===== src/rtl/ysyx_041514_ifu_resp.sv =====
// rtl/ysyx_041514_ifu_resp.sv - instruction-fetch responder: line-buffer hit or 64-bit AR/R miss fill
// Optional 64-bit tagged line buffer enabled by defining YSYX_041514_IFU_LINEBUF_EN.
module ysyx_041514_ifu_resp #(
    parameter logic [63:0] RESET_PC = 64'h8000_0000,
    parameter int          LINE_W   = 64
) (
    input  logic              clk,
    input  logic              rst,
    input  logic              read_req_i,
    input  logic [31:0]       pc_next_i,
    input  logic              flush_i,
    input  logic              fence_i_i,
    output logic              inst_valid_o,
    output logic [31:0]       inst_o,
    output logic [63:0]       inst_pc_o,
    output logic              inst_fault_o,
    output logic              if_stall_req_o,
    output logic              mem_ar_valid_o,
    input  logic              mem_ar_ready_i,
    output logic [31:0]       mem_ar_addr_o,
    input  logic              mem_r_valid_i,
    output logic              mem_r_ready_o,
    input  logic [LINE_W-1:0] mem_r_data_i,
    input  logic [1:0]        mem_r_resp_i
);

    typedef enum logic [1:0] {
        S_IDLE = 2'd0,
        S_AR   = 2'd1,
        S_R    = 2'd2
    } state_t;

    state_t             r_state;
    state_t             w_state_nxt;
    logic [31:0]        r_miss_addr;
    logic               r_kill;

    logic               w_hit;
    logic [LINE_W-1:0]  w_buf_data;
    logic               w_start_miss;
    logic               w_r_done;
    logic               w_fill;
    logic               w_inval;
    logic               w_resp_valid;
    logic               w_resp_fault;
    logic [31:0]        w_resp_inst;
    logic [31:0]        w_resp_pc;

    always_ff @(posedge clk or posedge rst) begin
        if (rst) begin
            r_state <= S_IDLE;
        end else begin
            r_state <= w_state_nxt;
        end
    end

    always_comb begin
        w_state_nxt  = r_state;
        w_start_miss = 1'b0;
        w_r_done     = 1'b0;
        w_fill       = 1'b0;
        w_inval      = 1'b0;
        w_resp_valid = 1'b0;
        w_resp_fault = 1'b0;
        w_resp_inst  = 32'h0;
        w_resp_pc    = r_miss_addr;
        case (r_state)
            S_IDLE: begin
                if (read_req_i && !flush_i) begin
                    w_resp_pc = pc_next_i;
                    if (pc_next_i[1:0] != 2'b00) begin
                        w_resp_valid = 1'b1;
                        w_resp_fault = 1'b1;
                    end else if (w_hit) begin
                        w_resp_valid = 1'b1;
                        w_resp_inst  = pc_next_i[2] ? w_buf_data[LINE_W-1:LINE_W/2]
                                                    : w_buf_data[LINE_W/2-1:0];
                    end else begin
                        w_start_miss = 1'b1;
                        w_state_nxt  = S_AR;
                    end
                end
            end
            S_AR: begin
                if (mem_ar_ready_i) begin
                    w_state_nxt = S_R;
                end
            end
            S_R: begin
                if (mem_r_valid_i) begin
                    w_r_done    = 1'b1;
                    w_state_nxt = S_IDLE;
                    if (mem_r_resp_i == 2'b00) begin
                        w_fill      = 1'b1;
                        w_resp_inst = r_miss_addr[2] ? mem_r_data_i[LINE_W-1:LINE_W/2]
                                                     : mem_r_data_i[LINE_W/2-1:0];
                    end else begin
                        w_inval      = 1'b1;
                        w_resp_fault = 1'b1;
                    end
                    // A flush arriving on the completion edge counts as a kill.
                    w_resp_valid = !(r_kill || flush_i);
                end
            end
            default: begin
                w_state_nxt = S_IDLE;
            end
        endcase
    end

    always_ff @(posedge clk or posedge rst) begin
        if (rst) begin
            r_miss_addr  <= 32'h0;
            r_kill       <= 1'b0;
            inst_valid_o <= 1'b0;
            inst_fault_o <= 1'b0;
            inst_o       <= 32'h0;
            inst_pc_o    <= RESET_PC;
        end else begin
            if (w_start_miss) begin
                r_miss_addr <= pc_next_i;
            end
            r_kill       <= (r_state != S_IDLE) && !w_r_done && (r_kill || flush_i);
            inst_valid_o <= w_resp_valid;
            inst_fault_o <= w_resp_valid && w_resp_fault;
            if (w_resp_valid) begin
                inst_o    <= w_resp_inst;
                inst_pc_o <= {32'h0, w_resp_pc};
            end
        end
    end

    assign if_stall_req_o = (r_state != S_IDLE);
    assign mem_ar_valid_o = (r_state == S_AR);
    assign mem_r_ready_o  = (r_state == S_R);
    assign mem_ar_addr_o  = {r_miss_addr[31:3], 3'b000};

`ifdef YSYX_041514_IFU_LINEBUF_EN
    logic              r_buf_valid;
    logic [28:0]       r_buf_tag;
    logic [LINE_W-1:0] r_buf_data;

    // Fence has priority over a coincident fill so the line ends invalid.
    always_ff @(posedge clk or posedge rst) begin
        if (rst) begin
            r_buf_valid <= 1'b0;
            r_buf_tag   <= 29'h0;
            r_buf_data  <= '0;
        end else begin
            if (w_fill) begin
                r_buf_tag  <= r_miss_addr[31:3];
                r_buf_data <= mem_r_data_i;
            end
            if (fence_i_i) begin
                r_buf_valid <= 1'b0;
            end else if (w_fill) begin
                r_buf_valid <= 1'b1;
            end else if (w_inval) begin
                r_buf_valid <= 1'b0;
            end
        end
    end

    assign w_hit      = r_buf_valid && (r_buf_tag == pc_next_i[31:3]);
    assign w_buf_data = r_buf_data;
`else
    logic w_unused;

    assign w_hit      = 1'b0;
    assign w_buf_data = '0;
    assign w_unused   = ^{fence_i_i, w_fill, w_inval};
`endif

endmodule


===== config.mk =====
export PLATFORM = sky130hd
export DESIGN_NAME = ysyx_041514_ifu_resp
export DESIGN_NICKNAME = d
export VERILOG_FILES = /design/src/rtl/ysyx_041514_ifu_resp.sv
export SDC_FILE = /design/constraint.sdc
export NUM_CORES = 1
export LEC_CHECK = 0
export CELL_PAD_IN_SITES_DETAIL_PLACEMENT = 0
export CELL_PAD_IN_SITES_GLOBAL_PLACEMENT = 1
export CORE_MARGIN = 2
export CORE_UTILIZATION = 52
export CTS_CLUSTER_DIAMETER = 200
export DETAILED_ROUTE_END_ITERATION = 7
export DONT_BUFFER_PORTS = 1
export GPL_ROUTABILITY_DRIVEN = 0
export MAX_ROUTING_LAYER = met4
export PLACE_DENSITY_LB_ADDON = 0.05
export SYNTH_ARGS = -nofsm -noshare
export SYNTH_HDL_FRONTEND = slang
export SYNTH_SLANG_ARGS = --single-unit

===== constraint.sdc =====
create_clock -name clk -period 8.8 [get_ports clk]
set_clock_uncertainty 0.2 [all_clocks]
set_input_delay 1.76 -clock clk [delete_from_list [all_inputs] [get_ports clk]]
set_output_delay 1.76 -clock clk [all_outputs]
set_load 0.01 [all_outputs]

### Word level (Yosys, flattened, before mapping)

Index checks and enable logic that the tools add are counted.

| word-level totals | value |
|---|---|
| bits in registers | 101 |
| bits in writable memories | 0 |
| output and inout port bits | 133 |
| bits in read-only memories | 0 |
| memories | 0 |
| logic and storage cells | 49 |
| latch bits | 0 |
| input bits | 105 |

| cells by class | value |
|---|---|
| $mul | 0 |
| multiplexer cells | 23 |
| divide/modulo/power cells | 0 |
| bitwise logic cells | 0 |
| shift operators | 0 |
| magnitude comparators | 0 |
| $add $sub $neg | 0 |
| equal/unequal tests | 6 |
| reduce and logical (&&, ||, !) cells | 13 |

Operators with widths:

| operator | number |
|---|---|
| two-way mux 32 bit | 6 |
| two-way mux 1 bit | 10 |
| two-way mux 2 bit | 4 |
| != test 2 bit, second input constant | 3 |
| one-hot mux 2 bit (3 select lines) | 1 |
| logical AND 1 bit | 4 |
| zero test 2 bit | 2 |
| one-hot mux 1 bit (2 select lines) | 2 |
| AND reduction 4 bit | 1 |
| nonzero test 2 bit | 2 |
| zero test 1 bit | 3 |
| == test 2 x 1 -> 1 bit, second input constant | 1 |
| == test 2 bit, second input constant | 1 |
| != test 2 x 1 -> 1 bit, second input constant | 1 |
| logical OR 1 bit | 1 |

### Logic depth before layout (Yosys ltp)

| depth | value |
|---|---|
| word-level depth | 5 |
| mapped depth | 5 |
| depth with buffers taken out | 3 |

### Worst setup path after synthesis

Ideal clock, no wire load.

| path | value |
|---|---|
| path type | input to register |
| start point | input flush_i |
| end point | register inst_o[10] |
| data arrival time | 3,063 ps |
| buffers on the path | 1 |
| setup time | 125 ps |
| setup slack | 5,413 ps |
| stages on the path | 4 |
| data required time | 8,475 ps |
| cells stage by stage | or4b_4 o22ai_4 buf_6 mux2_2 |

| between the ends | value |
|---|---|
| longest elaborated chain between the ends | 4 |
| elaborated cells on any way between the ends | 7 |
| classes of those cells | mux (3); reduce/logical (4) |

Ends and longest elaborated chain:

| item | line | source |
|---|---|---|
| from (decl) | 11 | `input logic flush_i,` |
| logical OR 1 bit or zero test 1 bit (tied branches) | 102, 69 |  |
| zero test 1 bit or logical AND 1 bit (tied branches) | 102, 69 |  |
| two-way mux 1 bit, on equally long branches | 90, 69 |  |
| one-hot mux 1 bit (2 select lines) * | 67 | `case (r_state)` |
| to (signal assigned) | 127 | `inst_o <= w_resp_inst;` |
| to (decl) | 14 | `output logic [31:0] inst_o,` |

Every way passes the cells marked *; elsewhere a longest branch is shown, timed or not.
A chain may end at the register's enable or synchronous reset.

### Final worst setup path

| path | value |
|---|---|
| start point | input flush_i |
| end point | register inst_o[7] |

Same word-level chain as after synthesis.

==> summary.txt <==
Final Cell Area -> 5004 um^2
WP buf/inv -> 1
Die width -> 102.9 um
Final ANT Viol Nets -> 0
First-pass GRT wire length -> 16.04 mm
CTS tree -> done
Outcome -> completed
Core ar. -> 9639 um^2
Clock-pin slew on the worst setup and hold paths -> 0.09 ns
Residual DRC -> 0
Required @ worst endpoint -> 8.85 ns
Clock buffer depth -> 2
CTS Root Cell -> clkbuf_8
IO Port Bufs -> 0
Dpl hpwl -> 7.258 mm
Die height -> 102.9 um
PwrDens -> 232.7 nW/um^2
Seq/Total Area, Yosys -> 49.77%
Vias per Instance -> 5.781
Setup TNS -> 0 ns
Number of hold buffers added after cts -> 0
Postcts setup bufs -> 0
Synth warn -> 0
Synth Cell Area -> 5081 um^2
Initial Util -> 52.71%
Crit path kind -> in2reg
WL/cell -> 21.55 um
RSZ-0062 raised after global routing -> no
Placed cell area -> 4790 um^2
CP Cell Sequence -> or2_2 > o22ai_4 > buf_4 > mux2_2
GRT Total Usage -> 20.73%
Clk_lat worst skew -> 0.36 ns
Worst hold slack -> 0.2922 ns
H-tree depth -> 3
Total CTS buffers -> 9
Worst min path class -> reg2reg
Critical path arrival -> 4.00 ns
Period minus WS final -> 3.949 ns
DR vias -> 2931
VDD IR-drop max -> 0.00007377 V
# resized after CTS -> 0
Leakage power -> 2.199 nW
Peak Freq -> 253.2 MHz
Die Area -> 10580 um^2
Avg Inst Size Synth -> 12.24 um^2
Number of global-route vias before repair -> 2945
Initial antenna violation count -> 0
Synth unique cells -> 31
Actual slew at the worst max-slew pin -> 0.9143 ns
Cell family with most CP delay -> compound AO/OA/AOI/OAI gates
Clock sink total -> 101
Nature of the critical path endpoint -> register
Synth Register Bits -> 101
Final Cycle Share -> 44.88%
Setup violation total in the final timing report -> 0
Relative slew slack -> 39.05%
Drt initial violations -> 98
Crit-path max FO -> 37
Site Rows -> 36
Final Slew Violations -> 0
WL final -> 10.92 mm
Maxcap violations -> 0
# diodes -> 0
Mapped Cells -> 415
Initial DRT Pass Iterations -> 4
Area grow syn2layout -> -1.527%
IO Count -> 238
Gr ovfl total -> 0
Final Hold Vio Count -> 0
NumNets Final -> 475
CP max-delay cell -> o22ai_4
Slowest stage delay, CP -> 0.73 ns
Fraction of layout cells with a size suffix above 1 -> 32.62%
Largest net degree at the start of global routing -> 66
CP startpoint kind -> input port
==> worst reg2reg max path, cell delays in order, from the launching register on <==
cell and delay, ns:
dfrtp_1 0.45, or4b_4 0.58, o22ai_4 0.69, buf_4 0.55
mux2_2 0.42
==> cells in the final DEF (no fill, tap or decap), types with 3 or more instances in the layout <==
cell / instances
buf_4: 5
clkbuf_8: 10
conb_1: 35
dfrtp_1: 99
inv_1: 3
mux2_2: 62
mux2i_1: 32
nand2_1: 4
nand3_1: 3
nor3_1: 32
o221a_2: 30
or2_2: 3
or3_1: 30
==> power breakdown <==
part | leakage [nW] | switching (mW) | total, mW | internal (mW)
logic | 0.837 | 0.0711 | 0.173 | 0.102
registers | 1.26 | 0.126 | 0.671 | 0.545
clock network | 0.105 | 0.154 | 0.321 | 0.166
total | 2.20 | 0.352 | 1.16 | 0.813
==> final cells by class <==
cell class / count / area [um^2]
clock inverters: 4 / 72.57
well taps: 133 / 166.4
repair buffers: 5 / 37.54
inverters: 4 / 17.52
multi-input cells: 249 / 2038
flip-flops and latches: 101 / 2530
clock buffers: 11 / 141.4
fillers: 871 / 4636
==> state kept, by name (all words and copies together) (netlist names) <==
| signal | count |
|---|---|
| inst_pc_o | 32 |
| r_state | 2 |
| inst_fault_o | 1 |
| r_miss_addr | 32 |
| inst_o | 32 |
| r_kill | 1 |
| inst_valid_o | 1 |
==> kinds of logic after synthesis <==
| family | share of synthesized area [%] |
|---|---|
| flip-flops | 49.77 |
| buffers and inverters | 12.71 |
| multiplexers | 20.04 |
| AND/OR/NAND/NOR | 9.456 |
| AO/OA/AOI/OAI | 7.954 |
| other | 0.07380 |
==> layer usage <==
metal  share of wire (%)  up-vias  track usage, %
met5                   0        -               -
met4                 1.2        0           7.490
met2                  48      152           32.93
met1                  40     1463           24.92
met3                  10       11           6.644
li1                    -     1305               -
==> through the flow <==
step           power (mW)  setup slack, ns  utilization (%)  instances
2_1_floorplan      0.8694            4.195                -        449
3_3_place_gp       0.8508            4.380            49.69        492
3_5_place_dp       0.8575            4.427            49.69        492
4_1_cts             1.181            4.843            51.91        507
5_1_grt             1.230            4.713            51.91        507
6_report            1.164            4.851            51.91        507
==> worst paths after layout <==
path                                             from                         end  slack (ns)  cells after the start
max                                           flush_i       inst_o[7]$_DFFE_PP0P_        4.85                      4
min                        r_miss_addr[1]$_DFFE_PP0P_  r_miss_addr[1]$_DFFE_PP0P_        0.29                      1
max reg2reg                    r_state[0]$_DFFE_PP0P_       inst_o[7]$_DFFE_PP0P_        5.80                      4
min reg2reg                r_miss_addr[1]$_DFFE_PP0P_  r_miss_addr[1]$_DFFE_PP0P_        0.29                      1
max in group asynchronous                         rst  r_miss_addr[2]$_DFFE_PP0P_        6.10                      2
min in group asynchronous                         rst      inst_o[26]$_DFFE_PP0P_        1.08                      1
==> cells in the mapped netlist (all sizes together) <==
master | count | share of area, %
a22o | 1 | 0.17
a31o | 1 | 0.17
a32o | 1 | 0.20
and2 | 2 | 0.25
and3 | 1 | 0.12
and3b | 1 | 0.17
buf | 75 | 11
clkbuf | 20 | 1.5
conb | 1 | 0.074
dfrtp | 100 | 49
dfstp | 1 | 0.52
inv | 4 | 0.30
mux2 | 62 | 14
mux2i | 32 | 6.3
nand2 | 4 | 0.30
nand2b | 1 | 0.12
nand3 | 3 | 0.30
nand3b | 1 | 0.15
nor2 | 2 | 0.15
nor2b | 1 | 0.12
nor3 | 32 | 3.2
nor4b | 1 | 0.30
o21ai | 2 | 0.20
o221a | 30 | 6.6
o221ai | 1 | 0.17
o22ai | 1 | 0.39
or2 | 3 | 0.37
or3 | 30 | 3.7
or4b | 1 | 0.27
No activity file was read; power rests on OpenSTA's default activity.
